===== src/rtl/uproc_control.sv =====
// Fetch/decode/execute controller for the 8-bit uProcessor: owns PC, IR and carry.
// Define UPROC_CTRL_BRANCH_EN to implement JC/JNC; otherwise they decode as NOPs.
module uproc_control #(
    parameter int              PC_W     = 8,
    parameter logic [PC_W-1:0] RESET_PC = '0
) (
    input  logic            clk,
    input  logic            rst,
    output logic [PC_W-1:0] pc_o,
    input  logic [7:0]      instr_i,
    output logic [2:0]      alu_code_o,
    output logic            ci_o,
    input  logic            co_i,
    output logic [3:0]      reg_sel_o,
    output logic            acc_we_o,
    output logic            reg_we_o,
    output logic            halted_o
);

    typedef enum logic [2:0] {
        S_FETCH, S_DECODE, S_EXEC, S_OPWAIT, S_OPLOAD, S_HALT
    } state_t;

    typedef enum logic [2:0] {
        OP_ADD, OP_SUB, OP_AND, OP_OR, OP_XOR, OP_NOT, OP_LD, OP_SPECIAL
    } op_t;

    localparam logic [4:0] SUB_JMP  = 5'h01;
    localparam logic [4:0] SUB_JC   = 5'h02;
    localparam logic [4:0] SUB_JNC  = 5'h03;
    localparam logic [4:0] SUB_CLC  = 5'h04;
    localparam logic [4:0] SUB_SEC  = 5'h05;
    localparam logic [4:0] SUB_HALT = 5'h0F;

`ifdef UPROC_CTRL_BRANCH_EN
    localparam logic BRANCH_EN = 1'b1;
`else
    localparam logic BRANCH_EN = 1'b0;
`endif

    state_t          state_q, state_d;
    logic [PC_W-1:0] pc_q, pc_d;
    logic [7:0]      ir_q, ir_d;
    logic            c_q, c_d;
    logic            acc_we, reg_we;

    op_t        ir_op;
    logic [4:0] ir_sub;
    op_t        in_op;
    logic [4:0] in_sub;
    logic       in_is_jump;
    logic       jump_taken;

    assign ir_op  = op_t'(ir_q[7:5]);
    assign ir_sub = ir_q[4:0];
    assign in_op  = op_t'(instr_i[7:5]);
    assign in_sub = instr_i[4:0];

    // Two-byte instructions are recognised while the opcode byte is on instr_i.
    assign in_is_jump = (in_op == OP_SPECIAL) &&
                        ((in_sub == SUB_JMP) ||
                         (BRANCH_EN && ((in_sub == SUB_JC) || (in_sub == SUB_JNC))));

    always_comb begin
        jump_taken = 1'b1;
        if (ir_sub == SUB_JC)  jump_taken = c_q;
        if (ir_sub == SUB_JNC) jump_taken = ~c_q;
    end

    // NOTE: every combinational output gets a default first, so no path leaves
    // a signal unassigned and no latch can be inferred.
    always_comb begin
        state_d = state_q;
        pc_d    = pc_q;
        ir_d    = ir_q;
        c_d     = c_q;
        acc_we  = 1'b0;
        reg_we  = 1'b0;

        unique case (state_q)
            S_FETCH: state_d = S_DECODE;

            S_DECODE: begin
                ir_d    = instr_i;
                pc_d    = pc_q + PC_W'(1);
                state_d = in_is_jump ? S_OPWAIT : S_EXEC;
            end

            S_EXEC: begin
                state_d = S_FETCH;
                if (ir_op != OP_SPECIAL) begin
                    acc_we = 1'b1;
                    // Only ADD/SUB produce a carry; every other ALU op clears it.
                    c_d = ((ir_op == OP_ADD) || (ir_op == OP_SUB)) ? co_i : 1'b0;
                end else if (ir_q[4]) begin
                    reg_we = 1'b1;
                end else begin
                    case (ir_sub)
                        SUB_CLC:  c_d = 1'b0;
                        SUB_SEC:  c_d = 1'b1;
                        SUB_HALT: state_d = S_HALT;
                        default:  ;
                    endcase
                end
            end

            S_OPWAIT: state_d = S_OPLOAD;

            S_OPLOAD: begin
                pc_d    = jump_taken ? instr_i : pc_q + PC_W'(1);
                state_d = S_FETCH;
            end

            S_HALT: state_d = S_HALT;

            default: state_d = S_FETCH;
        endcase
    end

    // NOTE: state registers use non-blocking assignments so every flop samples
    // the pre-edge value of every other flop.
    always_ff @(posedge clk) begin
        if (rst) begin
            state_q <= S_FETCH;
            pc_q    <= RESET_PC;
            ir_q    <= '0;
            c_q     <= 1'b0;
        end else begin
            state_q <= state_d;
            pc_q    <= pc_d;
            ir_q    <= ir_d;
            c_q     <= c_d;
        end
    end

    assign pc_o       = pc_q;
    assign alu_code_o = (ir_op == OP_SPECIAL) ? 3'd6 : ir_q[7:5];
    assign ci_o       = ((ir_op == OP_ADD) || (ir_op == OP_SUB)) & ir_q[4] & c_q;
    assign reg_sel_o  = ir_q[3:0];
    assign acc_we_o   = acc_we & ~rst;
    assign reg_we_o   = reg_we & ~rst;
    assign halted_o   = (state_q == S_HALT);

endmodule


===== config.mk =====
export PLATFORM = sky130hd
export DESIGN_NAME = uproc_control
export DESIGN_NICKNAME = d
export VERILOG_FILES = /design/src/rtl/uproc_control.sv
export SDC_FILE = /design/constraint.sdc
export NUM_CORES = 1
export LEC_CHECK = 0
export BUFFER_PORTS_ARGS = -buffer_cell sky130_fd_sc_hd__buf_2
export CAP_MARGIN = 20
export CORE_ASPECT_RATIO = 0.6
export CORE_MARGIN = 2
export CORE_UTILIZATION = 40
export DETAILED_ROUTE_END_ITERATION = 16
export MAX_ROUTING_LAYER = met4
export SLEW_MARGIN = 25
export SYNTH_ARGS = -nofsm -noshare
export SYNTH_HDL_FRONTEND = slang
export SYNTH_SLANG_ARGS = --single-unit

===== constraint.sdc =====
create_clock -name clk -period 2.73 [get_ports clk]
set_clock_uncertainty 0.1 [all_clocks]
set_input_delay 0.546 -clock clk [delete_from_list [all_inputs] [get_ports clk]]
set_output_delay 0.546 -clock clk [all_outputs]
set_load 0.02 [all_outputs]

==> implementation parameters <==
Parameter                              Value

Clock tree
  Maximum buffer depth of the clock tree    2
  Number of setup buffers added after CTS    0
  Clock sink count    20
  Root Driver    sky130_fd_sc_hd__clkbuf_8
  Number of buffers added by the clock tree synthesis step    3
  CTS tree    done
  Clock slew at reported path FFs    0.07 ns
  Gates resized, CTS repair    0
  Insertion delay to the later sink of the worst-skew pair    0.26 ns
  # H-tree levels    1
  CTS hold repair buffers    0

Logic synthesis
  Cell type contributing the most total cell area after synthesis    sky130_fd_sc_hd__dfxtp_1
  Number of library cell types mapped by synthesis    42
  Leading cell types by count after synthesis    20 x sky130_fd_sc_hd__dfxtp_1, 16 x sky130_fd_sc_hd__nor2_1, 10 x sky130_fd_sc_hd__mux2i_1
  Share of the synthesized area in the top cell type    0.359
  Combined area of all synthesized cells    0.00111 sq mm
  Main flop type after synthesis    sky130_fd_sc_hd__dfxtp_1
  Share of synthesized area occupied by flip-flops and latches    0.359
  Average instance area after synthesis    8.58 sq um
  Post-synth net total    142
  Cells taking the most area after synthesis    sky130_fd_sc_hd__dfxtp_1 36%, sky130_fd_sc_hd__mux2i_1 9.0%, sky130_fd_sc_hd__nor2_1 5.4%
  Total number of yosys warnings    0
  Most frequent cell after synthesis    sky130_fd_sc_hd__dfxtp_1
  Count of state elements after synthesis    20
  Number of standard cells after synthesis    between 100 and 150
  Number of flops mapped to enable cells by yosys    0
  Fraction of registers with async set/reset    0

Power and ir drop
  Combinational share of power    0.199
  Leakage power    0.537 nW
  Clk pwr share    0.321
  Sequential group share of total power    0.480
  NetSw    0.209 mW
  Switching power as a share of total power    0.295
  Internal power consumption    0.500 mW
  Total power divided by cell area    542 mW/mm^2
  Worst voltage drop across the vdd grid    248 uV

Finish
  Post-layout net count    166
  Final antenna diode count    0
  Area added between synthesis and finish    17.4%
  Final standard cell area without fillers    0.00131 sq mm
  FILL cells    about 270
  Layout cell share with drive strength beyond 1    0.261

Routing
  Antenna-violating nets left    0
  Detail-routed via count per cell    5.75
  Number of design rule violations left after detail routing    0
  Total number of vias    ~1100
  Number of DRC violations after detailed-routing iteration 0    87
  Total length of routed wires    roughly 2700 um
  Detailed Routing Iterations Pass 1    4
  Routed wire per std cell    14.6 um

Hold path
  Worst-case hold path end point    c_q
  Worst hold stages    2
  Startpoint of the lowest-slack hold path    c_q
  Worst min-delay path class    reg2reg

Placement
  Input/output buffers    29
  Placer's final routability congestion estimate    0.811
  DP Area    approximately 0.0013 sq mm
  Post-DP HPWL    about 2100 um

Floorplan
  Initial core utilization    0.433
  Boundary pin count    30
  Area enclosed by the die boundary    0.00324 sq mm
  Horizontal extent of the die    72.2 um
  Die boundary height    44.9 um
  Site row count    14
  Total core area    0.00257 sq mm

Critical path
  Longest individual stage delay on the worst path    around 0.53 ns
  Kind of start point of the critical path    register
  Worst R2R Path Depth    4
  Critical path type    reg2out
  Worst reg2reg endpoint    pc_o[6]
  Element type at the critical path end    primary output
  Standard cell with the maximum stage delay on the critical path    sky130_fd_sc_hd__or3b_2
  Critical Path, Cell by Cell    or3b_2, nor3_1, buf_2
  Data arrival, critical path    1.65 ns
  R2r startpoint    state_q[2]
  Crit path max fanout    11
  CP Data Required Time    between 2 and 2.5 ns
  Reg2reg setup slack    between 0.7 and 0.8 ns

Global routing
  Global-route total usage across every layer    0.182
  Largest net degree at the start of global routing    24
  Global-route congestion overflow total    0
  Met2 usage    0.242
  Met3 usage in global routing    0.0469
  Met1 Track Usage GR    0.269
  Routing layer with the top usage in global route    met1
  Antenna violations before repair    0
  Wire length of the first global-routing pass    4340 um
  Number of global-route vias before repair    a little over 900

STA
  Minimum period implied by the final worst setup slack    2.30 ns
  Crit share post-route    0.842
  Fmax achieved    435 MHz
  Setup repair after global routing missed its margin    no
  Slew of the pin with the lowest slew margin    0.465 ns
  Final Hold Fails    0
  Finish-stage setup viols    0
  Final Max Tran Viols    0
  Setup TNS after final layout    0 ns
  Worst slew margin relative to its limit    0.686

Status
  Run status    complete, no violations

Job
  Count of maximum capacitance violations    0
## how the worst max path moves through the flow
stage | depth (start not counted) | startpoint | to
after floorplan | 3 | state_q[1] | reg_we_o
after global placement | 3 | state_q[1] | reg_we_o
after detailed placement | 3 | state_q[1] | reg_we_o
after CTS | 3 | state_q[1] | reg_we_o
after global routing | 3 | state_q[1] | reg_we_o
final | 3 | state_q[1] | reg_we_o
## power groups by stage
stage          Combinational [mW]  Clock (mW)  Sequential, mW
5_1_grt                     0.155       0.244           0.345
3_5_place_dp                0.140           0           0.347
3_3_place_gp                0.140           0           0.346
4_1_cts                     0.141       0.232           0.340
6_report                    0.141       0.228           0.341
2_1_floorplan              0.0985           0           0.347
## state kept, by name, indices dropped and copies added, names as in the netlist
name and count:
c_q 1, pc_o 8, state_q 3, ir_q 8
## through the flow
stage / std cells / hold slack [ns] / total power [mW] / utilization / setup slack (ns)
final: 185 / 0.450 / 0.710 / 0.508 / 0.432
after global routing: 185 / 0.461 / 0.744 / 0.508 / 0.351
after CTS: 185 / 0.450 / 0.714 / 0.508 / 0.433
after detailed placement: 181 / 0.432 / 0.487 / 0.487 / 0.726
after global placement: 181 / 0.423 / 0.485 / 0.487 / 0.739
after floorplan: 130 / 0.389 / 0.446 / - / 0.537
## area by class of cell
cell class,instances,area [sq um],area share
clock buffers,4,55.1,0.0421
inverters,1,3.75,0.00287
flip-flops and latches,20,400,0.306
well taps,32,40.0,0.0306
multi-input cells,97,649,0.496
repair buffers,31,160,0.122
## cells in the final DEF, fill, tap and decap left out, drive strengths merged, types with 2 or more instances in the layout
master | Yosys | final
nand3b | 2 | 2
nor3b | 2 | 2
xnor2 | 4 | 4
nor2b | 3 | 3
nor3 | 6 | 6
nor2 | 16 | 16
a21oi | 6 | 6
nand3 | 6 | 6
dfxtp | 20 | 20
nor4b | 2 | 2
nand4 | 3 | 3
a31oi | 3 | 3
buf | 5 | 31
and3 | 3 | 3
clkbuf | 7 | 4
mux2i | 10 | 10
nand2 | 4 | 4
a21o | 2 | 2
a211oi | 3 | 3
or3 | 2 | 2
and2 | 2 | 2
or3b | 2 | 2
a22oi | 2 | 2
## critical path: cells and delay by family, from the launching register on
| kind | cells | cell delay (ns) |
|---|---|---|
| buf+inv | 1 | 0.19 |
| flops | 1 | 0.50 |
| simple gates | 2 | 0.70 |
## logic make-up (layout without fill, tap and decap cells)
| family | after synthesis | count (layout) | synth area share |
|---|---|---|---|
| buffers and inverters | 13 | 36 | 0.0584 |
| adder cells (fa/ha/maj) | 1 | 1 | 0.0112 |
| XOR/XNOR | 4 | 4 | 0.0314 |
| AO/OA/AOI/OAI | 22 | 22 | 0.138 |
| multiplexers | 10 | 10 | 0.0898 |
| AND/OR/NAND/NOR | 60 | 60 | 0.312 |
| flip-flops | 20 | 20 | 0.359 |
## per-layer routing
metal	wire, um	share of wire	vias up
li1	-	-	523
met1	1480	0.55	510
met2	1070	0.40	28
met3	130	0.048	2
met4	17	0.0063	0
met5	0	0	-
Note: power is estimated with default switching activity, not from simulation.
